[src/rtl/fpnew_pipe_chain.sv]
// Elastic pipeline of NumPipeRegs valid/ready stages with bubble collapse, flush, tag-selective
// kill and an optional output skid register that cuts the out_ready_i -> in_ready_o path.
module fpnew_pipe_chain #(
    parameter int unsigned DataWidth   = 32,
    parameter int unsigned TagWidth    = 4,
    parameter int unsigned NumPipeRegs = 2,
    parameter int unsigned SkidBuffer  = 0
) (
    input  logic                                 clk_i,
    input  logic                                 rst_ni,
    input  logic [DataWidth-1:0]                 data_i,
    input  logic [TagWidth-1:0]                  tag_i,
    input  logic                                 in_valid_i,
    output logic                                 in_ready_o,
    input  logic                                 flush_i,
    input  logic                                 kill_i,
    input  logic [TagWidth-1:0]                  kill_tag_i,
    output logic [DataWidth-1:0]                 data_o,
    output logic [TagWidth-1:0]                  tag_o,
    output logic                                 out_valid_o,
    input  logic                                 out_ready_i,
    output logic [$clog2(NumPipeRegs+2)-1:0]     occupancy_o,
    output logic                                 busy_o
);
    localparam int unsigned OccWidth = $clog2(NumPipeRegs + 2);

    // Index 0 is the input port, index i+1 is the output of stage i.
    logic [NumPipeRegs:0] chain_valid;
    logic [NumPipeRegs:0] chain_ready;
    logic [NumPipeRegs:0] kill_hit;
    logic [DataWidth-1:0] chain_data [NumPipeRegs+1];
    logic [TagWidth-1:0]  chain_tag  [NumPipeRegs+1];
    logic                 last_ready;
    logic                 skid_valid;

    assign chain_valid[0] = in_valid_i;
    assign chain_data[0]  = data_i;
    assign chain_tag[0]   = tag_i;
    assign in_ready_o     = chain_ready[0];

    always_comb begin
        chain_ready[NumPipeRegs] = last_ready;
        for (int i = int'(NumPipeRegs) - 1; i >= 0; i--) begin
            chain_ready[i] = chain_ready[i+1] | ~chain_valid[i+1];
        end
    end

    // The entering item is never a kill target, so kill_hit[0] stays low.
    always_comb begin
        kill_hit = '0;
        for (int i = 1; i <= int'(NumPipeRegs); i++) begin
            kill_hit[i] = kill_i & chain_valid[i] & (chain_tag[i] == kill_tag_i);
        end
    end

    for (genvar i = 0; i < NumPipeRegs; i++) begin : g_stage
        logic                 valid_q;
        logic [DataWidth-1:0] data_q;
        logic [TagWidth-1:0]  tag_q;

        always_ff @(posedge clk_i or negedge rst_ni) begin
            if (!rst_ni) begin
                valid_q <= 1'b0;
                data_q  <= '0;
                tag_q   <= '0;
            end else begin
                if (flush_i) begin
                    valid_q <= 1'b0;
                end else if (chain_ready[i]) begin
                    valid_q <= chain_valid[i] & ~kill_hit[i];
                end else begin
                    valid_q <= valid_q & ~kill_hit[i+1];
                end
                if (chain_ready[i] && chain_valid[i]) begin
                    data_q <= chain_data[i];
                    tag_q  <= chain_tag[i];
                end
            end
        end

        assign chain_valid[i+1] = valid_q;
        assign chain_data[i+1]  = data_q;
        assign chain_tag[i+1]   = tag_q;
    end

    if (SkidBuffer != 0) begin : g_skid
        logic                 valid_q;
        logic [DataWidth-1:0] data_q;
        logic [TagWidth-1:0]  tag_q;
        logic                 skid_kill;
        logic                 capture;

        assign skid_kill = kill_i & valid_q & (tag_q == kill_tag_i);
        assign capture   = ~valid_q & chain_valid[NumPipeRegs] & ~out_ready_i;

        always_ff @(posedge clk_i or negedge rst_ni) begin
            if (!rst_ni) begin
                valid_q <= 1'b0;
                data_q  <= '0;
                tag_q   <= '0;
            end else begin
                if (flush_i) begin
                    valid_q <= 1'b0;
                end else if (valid_q) begin
                    valid_q <= ~out_ready_i & ~skid_kill;
                end else begin
                    valid_q <= capture & ~kill_hit[NumPipeRegs];
                end
                if (capture) begin
                    data_q <= chain_data[NumPipeRegs];
                    tag_q  <= chain_tag[NumPipeRegs];
                end
            end
        end

        assign skid_valid  = valid_q;
        assign last_ready  = ~valid_q;
        assign out_valid_o = valid_q | chain_valid[NumPipeRegs];
        assign data_o      = valid_q ? data_q : chain_data[NumPipeRegs];
        assign tag_o       = valid_q ? tag_q : chain_tag[NumPipeRegs];
    end else begin : g_no_skid
        assign skid_valid  = 1'b0;
        assign last_ready  = out_ready_i;
        assign out_valid_o = chain_valid[NumPipeRegs];
        assign data_o      = chain_data[NumPipeRegs];
        assign tag_o       = chain_tag[NumPipeRegs];
    end

    always_comb begin
        occupancy_o = OccWidth'(skid_valid);
        busy_o      = in_valid_i | skid_valid;
        for (int i = 1; i <= int'(NumPipeRegs); i++) begin
            occupancy_o = occupancy_o + OccWidth'(chain_valid[i]);
            busy_o      = busy_o | chain_valid[i];
        end
    end

    // Purely combinational configurations leave the sequential inputs dangling.
    logic unused_inputs;
    assign unused_inputs = ^{clk_i, rst_ni, flush_i, kill_i, kill_tag_i, kill_hit};

endmodule
[config.mk]
export PLATFORM = sky130hd
export DESIGN_NAME = fpnew_pipe_chain
export DESIGN_NICKNAME = d
export VERILOG_FILES = /design/src/rtl/fpnew_pipe_chain.sv
export SDC_FILE = /design/constraint.sdc
export NUM_CORES = 1
export LEC_CHECK = 0
export BUFFER_PORTS_ARGS = -buffer_cell sky130_fd_sc_hd__buf_2
export CORE_MARGIN = 10
export CORE_UTILIZATION = 51
export CTS_CLUSTER_SIZE = 25
export DETAILED_ROUTE_END_ITERATION = 16
export PLACE_DENSITY_LB_ADDON = 0.12
export SLEW_MARGIN = 20
export SYNTH_ARGS = -nofsm -noshare
export SYNTH_HDL_FRONTEND = slang
export SYNTH_SLANG_ARGS = --single-unit
[constraint.sdc]
create_clock -name clk_i -period 3.2 [get_ports clk_i]
set_input_delay 0.64 -clock clk_i [delete_from_list [all_inputs] [get_ports clk_i]]
set_output_delay 0.64 -clock clk_i [all_outputs]
set_load 0.05 [all_outputs]
Word-level counts from Yosys, hierarchy flattened

Cells that the tools add are included.

Add/subtract/negate cells: 1
$mul: 0
Div/mod/pow operators: 0
Order comparisons: 0
Equal/unequal tests: 2
Shift operators: 0
Multiplexer cells: 4
Bitwise logic cells: 14
Reduce and logical (&&, ||, !) cells: 2

Operator list:

| cell                                   | count |
|---|---|
| 4-bit == test                          | 2 |
| 1-bit AND                              | 6 |
| 1-bit two-way mux                      | 4 |
| 1-bit inverter                         | 4 |
| 1-bit OR                               | 4 |
| 1-bit by 1-bit adder with 2-bit output | 1 |
| 1-bit logical AND                      | 2 |

Register bits: 74
Bits in latches: 0
RAM bits: 0
Memory bits (read-only): 0
Bits of input ports: 46
Output and inout bits: 41
Logic and storage cells: 29
Memories: 0

Logic depth before layout (Yosys ltp)

Depth in word-level cells: 6
Mapped depth: 5

Worst setup path before layout

Ideal clock, no wire load.

Kind: register -> register
From: reg g_stage[1].valid_q (netlist: out_valid_o)
To: reg g_stage[0].data_q[10]
Arrival time: 1.811 ns
Setup slack: 1.262 ns
Cell stages (with the launch flop): 6
Path buffers: 1
Clock period less this slack: 1.938 ns
Path through: dfrtp_1 -> nor2b_4 -> nand2_2 -> nand2_4 -> buf_6 -> mux2_1

Cells in the longest elaborated chain, start to end: 4

RTL lines:

| item                   | line | RTL |
|---|---|---|
| from (decl)            | 57   | `logic valid_q;` |
| from (signal assigned) | 70   | `valid_q <= chain_valid[i] & ~kill_hit[i];` |
| from (signal assigned) | 72   | `valid_q <= valid_q & ~kill_hit[i+1];` |
| 1-bit inverter         | 44   | `chain_ready[i] = chain_ready[i+1] \| ~chain_valid[i+1];` |
| 1-bit OR (2 in a row)  | 44   |  |
| net in_ready_o         | 14   | `output logic in_ready_o,` |
| 1-bit logical AND      | 74   | `if (chain_ready[i] && chain_valid[i]) begin` |
| to (signal assigned)   | 75   | `data_q <= chain_data[i];` |
| to (decl)              | 58   | `logic [DataWidth-1:0] data_q;` |

The timed path passes the listed nets, and every way through them passes these cells.
A chain may end at the register's enable or synchronous reset.

Final worst setup path

From: reg g_stage[0].valid_q
To: out busy_o

Cells in the longest elaborated chain, start to end: 2

RTL lines:

| item                   | line | RTL |
|---|---|---|
| from (decl)            | 57   |  |
| from (signal assigned) | 70   |  |
| from (signal assigned) | 72   |  |
| 1-bit OR (2 in a row)  | 134  | `busy_o = busy_o \| chain_valid[i];` |
| to (decl)              | 23   | `output logic busy_o` |

Every way passes these cells.

==> metrics.csv <==
stage,metric,value,unit
setup_path,crit_chain,or3_1 -> buf_2,
power_and_ir_drop,power_frac_clock,28.9,%
setup_path,reg2reg_slack,1.57,ns
clock_tree,postCtsSetupRepairBufs,0,
timing,finClkSkew,0.0122,ns
yosys,netlist_area,0.00293,mm^2
setup_path,crit_fanout,6,
cells_and_area,seq_area,0.00185,mm^2
yosys,yosysUniqueCellTypes,25,
setup_path,cp_top_family,flip-flops,
power_and_ir_drop,vdd_drop_max,0.000429,V
routing,vias,1706,
cells_and_area,area_delta_synth_final,23.0,%
yosys,yosysWarnings,0,
routing,wl_per_cell,16.6,um
outcome,status,"complete, no violations",
grt,overflow,0,
clock_tree,cts.sinks,74,
cells_and_area,nNetsFinal,316,
min_path,min_path_type,input port to async pin,
die,die_area,0.00917,mm^2
setup_path,cpMaxStageDelayCell,dfrtp_1,
yosys,yosysSeqAreaShare,63.3,%
yosys,synth-seq-cells,74,
power_and_ir_drop,netSwitchingPower,0.940,mW
die,initial_utilization,52.8,%
die,pin_count,87,
die,coreArea,0.00554,mm^2
routing,wl,5.74,mm
yosys,synth_fp_nets,225,
placement,io_buffer_count,86,
power_and_ir_drop,power,2.71,mW
power_and_ir_drop,power_leakage,1.69,nW
setup_path,cp.required,2.56,ns
clock_tree,clock-root-buffer,clkbuf_8,
placement,pre_cts_ws,1.26,ns
grt,grt_max_degree,75,
timing,worstMarginPinSlew,0.901,ns
timing,finalHoldViolations,0,
die,die_w,95.8,um
clock_tree,htree_levels,3,
clock_tree,cts_buffers,9,
cells_and_area,drive_gt1_share,54.0,%
clock_tree,ctsLongestPathBuffers,2,
grt,grt_pass1_wl,9.21,mm
placement,hpwl,4.08,mm
power_and_ir_drop,power.internal,1.77,mW
timing,maxSlewHeadroom,39.9,%
timing,fmax,492,MHz
yosys,synth_xor_area_share,1.50,%
setup_path,crit_arrival,1.39,ns
yosys,synth_compound_area_share,1.80,%
yosys,yosys.area_share.simple,3.12,%
setup_path,path_class,register to primary output,
routing,dr.pass1.iters,4,
cells_and_area,multi_input_area,1000,um^2
yosys,synth_top_area_cell,dfrtp_1,
cells_and_area,antennaDiodeCount,0,
routing,ant_nets,0,
power_and_ir_drop,seqPwrFrac,43.2,%
cells_and_area,nFillCells,438,
timing,worst_slack,1.17,ns
routing,via_per_inst,4.93,
flow_run,maxCapViolations,0,
power_and_ir_drop,pwr-share-comb,27.9,%
setup_path,cp-end-kind,primary output,
setup_path,regToRegStartpoint,out_valid_o,
die,rows,27,
clock_tree,cts_resized,0,
placement,place_congestion,0.775,
clock_tree,cts_hold_buf,0,
setup_path,start_kind,register,
timing,finalCritPeriodShare,63.5,%
yosys,synth_top_family_by_area,multiplexers,
clock_tree,cts_tree,done,
routing,dr.first_iter.drc_count,49,
yosys,synth_top_area_share,63.3,%
clock_tree,worstSkewPairLatency,0.33,ns
grt,grt_usage,13.1,%
grt,grt_pass1_vias,1919,
setup_path,critical_path_depth,2,
timing,final-max-slew-violation-count,0,
setup_path,rr_worst_depth,4,
timing,min_period,2.03,ns
setup_path,cp_slowest_stage_delay,0.46,ns
power_and_ir_drop,sw_frac_of_total,34.7,%
yosys,synthAdderAreaFrac,0.428,%
routing,drc,0,
yosys,synthTopCellsByArea,"dfrtp_1, mux2_2, mux2_1, buf_6, xor2_1",
timing,rsz0062_at_grt,no,
die,die_h,95.8,um
setup_path,path_buf_inv,1,
power_and_ir_drop,power_density,752,mW/mm^2
timing,setup_viol,0,
yosys,muxShareOfSynthArea,27.3,%
yosys,avgSynthCellArea,16.4,um^2
setup_path,r2r_end,g_stage[0].data_q[27],
yosys,synth_cells,178,
clock_tree,path_clk_slew,0.08,ns
grt,antenna_found_initial,0,
timing,fin_tns_setup,0,ns
## state kept, by name (all words and copies together) (netlist names)
name and count:
data_o 32, g_stage.data_q 32, g_stage.tag_q 4, tag_o 4
g_stage.valid_q 1, out_valid_o 1
## metal layers
metal | share of wire (%) | routed length [um] | vias up | GRT usage, %
met2 | 48 | 2730 | 52 | 20.9
met1 | 41 | 2360 | 839 | 14.5
met5 | 0 | 0 | - | 0
li1 | - | - | 808 | -
met4 | 1.2 | 68 | 0 | 7.00
met3 | 10 | 578 | 7 | 5.60
## how the worst max path moves through the flow
| stage | slack (ns) | endpoint | start |
|---|---|---|---|
| after floorplan | 1.26 | g_stage[0].data_q[10] | out_valid_o |
| after global placement | 1.26 | busy_o | in_valid_i |
| after detailed placement | 1.26 | g_stage[0].data_q[4] | out_ready_i |
| after CTS | 1.14 | busy_o | g_stage[0].valid_q |
| after global routing | 1.11 | busy_o | g_stage[0].valid_q |
| final | 1.17 | busy_o | g_stage[0].valid_q |
## worst register-to-register path, cell delays in order, from the launching register on
cell and delay [ns]:
dfrtp_1 0.42, nor2b_4 0.19, nand2_2 0.08, nand2_4 0.40
mux2_1 0.41
## placed cells by master (no fill, tap or decap)
cell         n
a211oi_1     1
a21oi_1      1
a221o_1      1
buf_2       85
buf_4        1
bufinv_16    2
clkbuf_1     1
clkbuf_8    10
clkinv_2     2
clkinvlp_4   1
dfrtp_1     74
ha_1         1
inv_1        2
mux2_1      29
mux2_2      42
nand2_1      1
nand2_2      1
nand2_4      2
nand2b_1     2
nand2b_2     1
nand3_1      1
nor2b_1      1
nor2b_4      1
nor4_1       1
o2111ai_1    1
o21ai_0      1
o311ai_0     1
o31ai_1      1
or3_1        1
xnor2_1      1
xor2_1       4
## cell usage after synthesis (all sizes together)
| cell type | n |
|---|---|
| dfrtp | 74 |
| mux2 | 71 |
| buf | 6 |
| nand2 | 4 |
| xor2 | 4 |
| nand2b | 3 |
| inv | 2 |
| nor2b | 2 |
| a211oi | 1 |
| a21oi | 1 |
| a221o | 1 |
| ha | 1 |
| nand3 | 1 |
| nor4 | 1 |
| o2111ai | 1 |
| o21ai | 1 |
| o311ai | 1 |
| o31ai | 1 |
| or3 | 1 |
| xnor2 | 1 |
## kinds of logic after synthesis
group                      count (synthesis)
DFF                                       74
adders and majority gates                  1
buffers and inverters                      8
AOI/OAI and AO/OA                          7
muxes                                     71
xor gates and xnor gates                   5
and+or+nand+nor                           12
## cell type report
cell class	count	share of cell area (%)
inverter	2	0.208
sequential	74	51.4
tap	72	2.50
multi-input combinational	96	27.8
clock inverter	5	2.15
timing repair buffer	86	12.0
clock buffer	11	3.93
## power groups by stage
stage / Sequential [mW] / Combinational, mW / Clock [mW]
floorplan: 1.55 / 0.196 / 0
global placement: 1.19 / 0.759 / 0
detailed placement: 1.19 / 0.769 / 0
CTS: 1.17 / 0.770 / 0.805
global route: 1.19 / 0.798 / 0.850
finish: 1.17 / 0.756 / 0.782
## through the flow
stage	instances	hold slack, ns	utilization (%)	cell area (um^2)
final	346	0.440	65.0	3600
after global routing	346	0.452	65.0	3600
after CTS	346	0.460	65.0	3600
after detailed placement	330	0.477	61.0	3380
after global placement	330	0.472	61.0	3380
after floorplan	178	0.344	-	2930
Note: power is estimated with default switching activity, not from simulation.
